==> src/rtl/sdram_arbit.sv <==
// Command arbiter for sdram_top: grants one of init/refresh/write/read at a time
// and muxes the owner's command, bank and address onto the SDRAM pins.
module sdram_arbit #(
  parameter int         AREF_MAX_WAIT = 64,
  parameter logic [3:0] CMD_NOP       = 4'b0111
) (
  input  logic        sclk,
  input  logic        srst,
  input  logic        init_end,
  input  logic [3:0]  init_cmd,
  input  logic [1:0]  init_ba,
  input  logic [11:0] init_addr,
  input  logic        aref_req,
  input  logic        aref_end,
  input  logic [3:0]  aref_cmd,
  input  logic [11:0] aref_addr,
  input  logic        wr_req,
  input  logic        wr_end,
  input  logic [3:0]  wr_cmd,
  input  logic [1:0]  wr_ba,
  input  logic [11:0] wr_addr,
  input  logic        rd_req,
  input  logic        rd_end,
  input  logic [3:0]  rd_cmd,
  input  logic [1:0]  rd_ba,
  input  logic [11:0] rd_addr,
  output logic        aref_en,
  output logic        wr_en,
  output logic        rd_en,
  output logic        wr_brk,
  output logic        rd_brk,
  output logic        aref_late,
  output logic [3:0]  sdram_cmd,
  output logic [1:0]  sdram_bank,
  output logic [11:0] sdram_addr
);

  // Handshake: an engine holds *_req until it sees its *_en high; it then owns
  // the bus until it pulses *_end for one cycle, after which the arbiter idles.
  typedef enum logic [2:0] {INIT, IDLE, AREF, WRITE, READ} state_t;

  localparam logic [7:0] WAIT_MAX = 8'(AREF_MAX_WAIT);

  state_t     state;
  logic       last_wr;
  logic [7:0] wait_cnt;
  logic [7:0] wait_nxt;

  always_comb begin
    wait_nxt = wait_cnt;
    if (!aref_req || state == AREF)
      wait_nxt = '0;
    else if (wait_cnt != WAIT_MAX)
      wait_nxt = wait_cnt + 8'd1;
  end

  always_ff @(posedge sclk) begin
    if (srst) begin
      state     <= INIT;
      last_wr   <= 1'b0;
      wait_cnt  <= '0;
      aref_late <= 1'b0;
      aref_en   <= 1'b0;
      wr_en     <= 1'b0;
      rd_en     <= 1'b0;
      wr_brk    <= 1'b0;
      rd_brk    <= 1'b0;
    end else begin
      wait_cnt <= wait_nxt;
      if (wait_nxt == WAIT_MAX)
        aref_late <= 1'b1;
      case (state)
        INIT: begin
          if (init_end)
            state <= IDLE;
        end
        IDLE: begin
          if (aref_req) begin
            state   <= AREF;
            aref_en <= 1'b1;
          end else if (wr_req && (!rd_req || !last_wr)) begin
            state   <= WRITE;
            wr_en   <= 1'b1;
            last_wr <= 1'b1;
          end else if (rd_req) begin
            state   <= READ;
            rd_en   <= 1'b1;
            last_wr <= 1'b0;
          end
        end
        AREF: begin
          if (aref_end) begin
            state   <= IDLE;
            aref_en <= 1'b0;
          end
        end
        WRITE: begin
          if (wr_end) begin
            state  <= IDLE;
            wr_en  <= 1'b0;
            wr_brk <= 1'b0;
          end else if (aref_req) begin
            wr_brk <= 1'b1;
          end
        end
        READ: begin
          if (rd_end) begin
            state  <= IDLE;
            rd_en  <= 1'b0;
            rd_brk <= 1'b0;
          end else if (aref_req) begin
            rd_brk <= 1'b1;
          end
        end
        default: begin
          state   <= IDLE;
          aref_en <= 1'b0;
          wr_en   <= 1'b0;
          rd_en   <= 1'b0;
          wr_brk  <= 1'b0;
          rd_brk  <= 1'b0;
        end
      endcase
    end
  end

  // Pin mux decodes the registered state only, so engine outputs reach the pins unregistered.
  always_comb begin
    sdram_cmd  = CMD_NOP;
    sdram_bank = 2'd0;
    sdram_addr = 12'd0;
    case (state)
      INIT: begin
        sdram_cmd  = init_cmd;
        sdram_bank = init_ba;
        sdram_addr = init_addr;
      end
      AREF: begin
        sdram_cmd  = aref_cmd;
        sdram_addr = aref_addr;
      end
      WRITE: begin
        sdram_cmd  = wr_cmd;
        sdram_bank = wr_ba;
        sdram_addr = wr_addr;
      end
      READ: begin
        sdram_cmd  = rd_cmd;
        sdram_bank = rd_ba;
        sdram_addr = rd_addr;
      end
      default: begin
        sdram_cmd  = CMD_NOP;
        sdram_bank = 2'd0;
        sdram_addr = 12'd0;
      end
    endcase
  end

endmodule

==> config.mk <==
export PLATFORM = sky130hd
export DESIGN_NAME = sdram_arbit
export DESIGN_NICKNAME = d
export VERILOG_FILES = /design/src/rtl/sdram_arbit.sv
export SDC_FILE = /design/constraint.sdc
export NUM_CORES = 1
export LEC_CHECK = 0
export ABC_AREA = 1
export CORE_MARGIN = 2
export CORE_UTILIZATION = 34
export DETAILED_ROUTE_END_ITERATION = 8
export PLACE_DENSITY = 0.8
export SYNTH_ARGS = -nofsm -noshare
export SYNTH_HDL_FRONTEND = slang
export SYNTH_SLANG_ARGS = --single-unit
==> constraint.sdc <==
create_clock -name sclk -period 2.06 [get_ports sclk]
set_clock_uncertainty 0.15 [all_clocks]
set_input_delay 0.206 -clock sclk [delete_from_list [all_inputs] [get_ports sclk]]
set_output_delay 0.206 -clock sclk [all_outputs]
set_load 0.02 [all_outputs]
==> run metrics, run 1 <==
dpl cells 402; R2R Setup Slk 430 ps; detailed placement HPWL 4220 um; Area Overhead vs Synth 84.2%; number of synthesized flops with an enable pin 0; Seq cells post-synth 18; ratio of cells with drive above 1 in the final layout 9.30%; multi-input logic area 912 um^2; final setup fails 0; number of global-route vias before repair 1,738; Die Span Y 67.9 um; CTS tree built; initial antenna violation count 0; Mean Syn Cell Area 5.67 um^2; Starting Density 35.0%; post-route ant nets 0; max-cap violations 0; worst skew pair latency 250 ps; Mapped Nets 326; antenna cells 0; element type at the critical path start flop; synth warn 0; Root Driver clkbuf_8; R2R depth 10; Fmax 511 MHz; power per cell area 542 nW/um^2; DR pass1 iterations 4; gr usage total 21.2%; dpl ws 59.9 ps; Reg clk slew, reported paths 70 ps; outcome completed; clk sinks 18; Core Box Area 3970 um^2; routed len/inst 12.6 um; Detailed Route WL 5120 um; width of the chip 67.9 um; cell row count 23; Storage cell area 363 um^2; vias per cell 4.80; commonest non-fill, non-tap cells in the layout nand2_1 (97), clkdlybuf4s50_1 (84), nor2_1 (25); dominant synthesized flop cell dfxtp_1; fin crit share 95.0%; Layout Cells excl Fill 405; Max IR drop VDD 0.000512 V; FILL cells 375; Pwr Total 1.39 mW; Hold Crit Class flop to flop; CP endpoint sdram_cmd[3]; initial DRC count 44; CTS buffer count 3; post-route DRC violation count 0; fin. max-slew vios 0; die footprint 4620 um^2; Worst Setup End Kind output port; leak pwr 1.11 nW; Hold Violations, Final 0; first-pass GRT wire length 7630 um; IO Pins 103; post-synthesis sequential area ratio 25.9%; worst r2r src state[2]; Slew headroom 74.1%; Netlist cell types 27; Synth Instances 245; critical path class flop to output port; Async SR Flop Fraction 0%; Synth Cell Area 1390 um^2; PnR worst setup slack 103 ps; setup TNS 0 ps; H-Tree Depth 1; commonest non-fill, non-tap cell in the layout nand2_1; routed via count 1,946; CP max FO 10; critical path arrival 1600 ps; total gr overflow 0; unrepaired setup endpoints after global routing no; minimum clock period 1960 ps; input/output buffers 102; post-CTS setup buffers 0; Clock Path Buffers 2; critical path required time 1700 ps; largest net degree at the start of global routing 17; RR Endpoint state[0]; nets@finish 438; CP Launch Point state[0]; worst slew pin tran 385 ps; routability cong. 0.833
registers in the layout (all words and copies together), names as in the netlist:
signal     count
wr_en          1
wr_brk         1
last_wr        1
aref_late      1
rd_brk         1
aref_en        1
rd_en          1
state          3
wait_cnt       8
kinds of logic (layout without fill, tap and decap cells):
family	after synthesis	after routing	share of synthesized area (%)
simple gates	167	167	52.3
compound gates	26	26	10.7
fa+ha+maj	2	2	1.80
xor+xnor	1	1	0.630
flops	18	18	25.9
buf+inv	31	141	8.64
stage by stage:
stage          util, %  hold slack, ps  cell area, um^2
5_1_grt           64.5             345             2560
3_3_place_gp      64.0             288             2540
3_5_place_dp      64.0             295             2540
6_report          64.5             300             2560
2_1_floorplan        -             125             1390
4_1_cts           64.5             304             2560
worst max-delay path, cell delays in order (launching register included):
cell,delay [ps]
dfxtp_2,340
inv_2,110
nand2_2,90
nor2_4,120
buf_4,190
nand2_1,70
nand4_1,90
dlygate4sd2_1,340
timing repair:
item                                    4_1_cts  5_1_grt
endpoints found under the setup margin       18       18
gates resized for setup                      19       18
hold buffers                                  0        0
endpoints found under the hold margin         0        0
Yosys cell counts, types with 2 or more instances:
| library cell | n | area (um^2) |
|---|---|---|
| buf_2 | 3 | 15.0 |
| inv_1 | 20 | 75.1 |
| inv_2 | 4 | 15.0 |
| nand3_1 | 18 | 90.1 |
| nor2_4 | 2 | 22.5 |
| dfxtp_1 | 18 | 360 |
| nor2_1 | 25 | 93.8 |
| a21oi_1 | 8 | 40.0 |
| clkbuf_1 | 3 | 11.3 |
| nand2_1 | 98 | 368 |
| nand4_1 | 16 | 100 |
| nand2_2 | 4 | 25.0 |
| ha_1 | 2 | 25.0 |
| o21ai_0 | 10 | 50.1 |
| a22oi_1 | 2 | 15.0 |
power breakdown:
| part | internal [mW] | total (mW) | switching, mW |
|---|---|---|---|
| registers | 0.370 | 0.388 | 0.0179 |
| clock network | 0.130 | 0.239 | 0.109 |
| logic | 0.356 | 0.761 | 0.405 |
| total | 0.856 | 1.39 | 0.532 |
layer usage:
metal | wire (um) | share of wire [%] | vias up | track usage [%]
met2 | 2440 | 48 | 73 | 38.7
met3 | 538 | 11 | 7 | 4.77
li1 | - | - | 1015 | -
met4 | 70 | 1.4 | 0 | 6.50
met1 | 2070 | 40 | 851 | 24.3
met5 | 0 | 0 | - | 0
how the worst min path moves through the flow:
stage,from,endpoint,slack [ps],cells after the start
after floorplan,srst,aref_en,130,1
after global placement,wr_en,wr_en,290,2
after detailed placement,wr_en,wr_en,290,2
after CTS,wr_en,wr_en,300,2
after global routing,aref_late,aref_late,340,2
final,wr_en,wr_en,300,2
cell type report:
class                      count  share of cell area (%)
multi-input combinational    196                    35.6
tap                           50                    2.44
inverter                      25                    3.66
sequential                    18                    14.2
timing repair buffer         113                    42.5
clock buffer                   3                    1.61
No activity file was read; power rests on OpenSTA's default activity.
==> inputs of run 2 (changes only) <==
- clock period: 2.06 -> 2.2 ns (I/O delays scaled with it)
==> run 2 against run 1 <==
  * Global-route usage fell by 0.11 points
  * Clock-buffer cell count rose by 1
  * Register-to-register slack gained 80 ps
  * Combinational power is 7.2% lower
  * Sequential share of layout area down 0.063 points
  * Sequential cell count unchanged
  * Critical path depth stayed put
  * Power down 3.5%
  * Sequential power is 7.2% lower
  * First-iteration DRC count increased by 120%
  * Core utilization fell by 0.16 points
  * Critical path type unchanged
  * Critical endpoint unchanged
  * Largest cell class unchanged
  * Largest power group unchanged
==> run metrics, run 2 (same netlist as run 1, synthesis figures left out) <==
routed via count 1,964 (was 1,946); Met2 Routed Length 2670 um (was 2440 um); power per cell area 524 nW/um^2 (was 542 nW/um^2); CTS tree built (unchanged); post-CTS setup buffers 0 (unchanged); minimum clock period 2060 ps; IO Pins 103 (unchanged); Detailed Route WL 5270 um (was 5120 um); DR pass1 iterations 4 (unchanged); Max IR drop VDD 0.000487 V (was 0.000512 V); critical path required time 1830 ps (was 1700 ps); Worst Setup End Kind output port (unchanged); Starting Density 35.0% (unchanged); Slew headroom 72.5% (was 74.1%); Root Driver clkbuf_8 (unchanged); largest net degree at the start of global routing 17 (unchanged); detailed placement HPWL 4290 um (was 4220 um); critical path class flop to output port (unchanged); Hold Violations, Final 0 (unchanged); max reg flops 8 (unchanged); number of global-route vias before repair 1,738 (unchanged); input/output buffers 102 (unchanged); routed len/inst 13.1 um (was 12.6 um); CP endpoint sdram_cmd[3] (unchanged); biggest regs wait_cnt: 8 flops, state: 3 flops (unchanged); Top Layer Used met4 (unchanged); post-CTS sizing 18 (was 19); Hold WS 297 ps (was 300 ps); unrepaired setup endpoints after global routing no (unchanged); commonest non-fill, non-tap cells in the layout nand2_1 (98), clkdlybuf4s50_1 (84), nor2_1 (25) (was nand2_1 (97), clkdlybuf4s50_1 (84), nor2_1 (25)); worst r2r src state[1] (was state[2]); die footprint 4620 um^2 (unchanged); width of the chip 67.9 um (unchanged); RR Endpoint state[2] (was state[0]); Reg clk slew, reported paths 70 ps (about the same); worst skew pair latency 260 ps (was 250 ps); metal1 wirelength 1990 um (was 2070 um); hold_buf cts 0 (unchanged); Area Overhead vs Synth 83.8% (was 84.2%); worst slew pin tran 408 ps (was 385 ps); initial antenna violation count 0 (unchanged); element type at the critical path start flop (unchanged); R2R depth 10 (unchanged); CP Launch Point state[2] (was state[0]); post-route DRC violation count 0 (unchanged); clk sinks 18 (unchanged); Reg with most FFs wait_cnt (unchanged); CP max FO 9 (was 10); post-route ant nets 0 (unchanged); Hold Crit Class flop to flop (unchanged); max-cap violations 0 (unchanged); CTS buffer count 3 (unchanged); nets@finish 435 (was 438); outcome completed (unchanged); setup TNS 0 ps (unchanged); first-pass GRT wire length 7530 um (was 7630 um); Fmax 486 MHz; ratio of cells with drive above 1 in the final layout 6.80% (was 9.30%); leak pwr 1.12 nW (was 1.11 nW); vias per cell 4.87 (was 4.80); Die Span Y 67.9 um (unchanged); H-Tree Depth 1 (unchanged); fin crit share 93.5%; commonest non-fill, non-tap cell in the layout nand2_1 (unchanged); Core Box Area 3970 um^2 (unchanged); antenna cells 0 (unchanged); initial DRC count 97 (was 44); cell row count 23 (unchanged); fin. max-slew vios 0 (unchanged); Met3 Routed Length 527 um (was 538 um); final setup fails 0 (unchanged); routability cong. 0.811 (was 0.833); gr usage total 21.1% (was 21.2%); R2R Setup Slk 510 ps (was 430 ps); critical path arrival 1690 ps (was 1600 ps); total gr overflow 0 (unchanged); Clock Path Buffers 2 (unchanged)
==> run 2: cell types whose count changed in the layout (fill, tap and decap cells not counted), sizes merged <==
cell / delta
buf: -3
clkbuf: -3
clkdlybuf4s15: -6
dlygate4sd2: +10
==> run 2: layer usage <==
layer	vias to the layer above	global-route usage, %
met5	-	0
met4	0	7.25
met3	9	4.28
met2	80	41.1
met1	861	22.0
li1	1014	-
==> run 2: layout make-up <==
type                    count  area [um^2]
clock buffers               4         55.1
multi-input cells         196          910
fillers                   374         1420
flip-flops and latches     18          360
inverters                  25         93.8
well taps                  50         62.6
repair buffers            110         1070
==> run 2: how the worst min path moves through the flow <==
stage / startpoint / endpoint / slack (ps) / cells after the start
floorplan: srst / aref_en / 140 / 1
global placement: wr_en / wr_en / 290 / 2
detailed placement: wr_en / wr_en / 290 / 2
CTS: wr_en / wr_en / 300 / 2
global route: wr_en / wr_en / 330 / 2
finish: wr_en / wr_en / 300 / 2
==> run 2: stage by stage <==
step / cell area [um^2] / util [%] / setup WS [ps] / total power, mW / instances
after floorplan: 1390 / - / 647 / 0.728 / 245
after global placement: 2520 / 63.5 / 190 / 1.13 / 399
after detailed placement: 2520 / 63.5 / 121 / 1.14 / 399
after CTS: 2550 / 64.3 / 114 / 1.34 / 403
after global routing: 2550 / 64.3 / 0.651 / 1.42 / 403
final: 2550 / 64.3 / 142 / 1.34 / 403
==> run 2: report_power, final <==
part           internal (mW)  switching, mW  total (mW)
Combinational          0.328          0.378       0.706
Sequential             0.345         0.0158       0.360
Clock                  0.159          0.114       0.273
Total                  0.832          0.507        1.34
==> run 2: worst max-delay path: stages, from the launching register on <==
cell and delay (ps):
dfxtp_1 330, inv_2 120, nand2_1 120, nor2_4 180
buf_4 200, nand2_1 60, nand4_1 80, dlygate4sd2_1 340
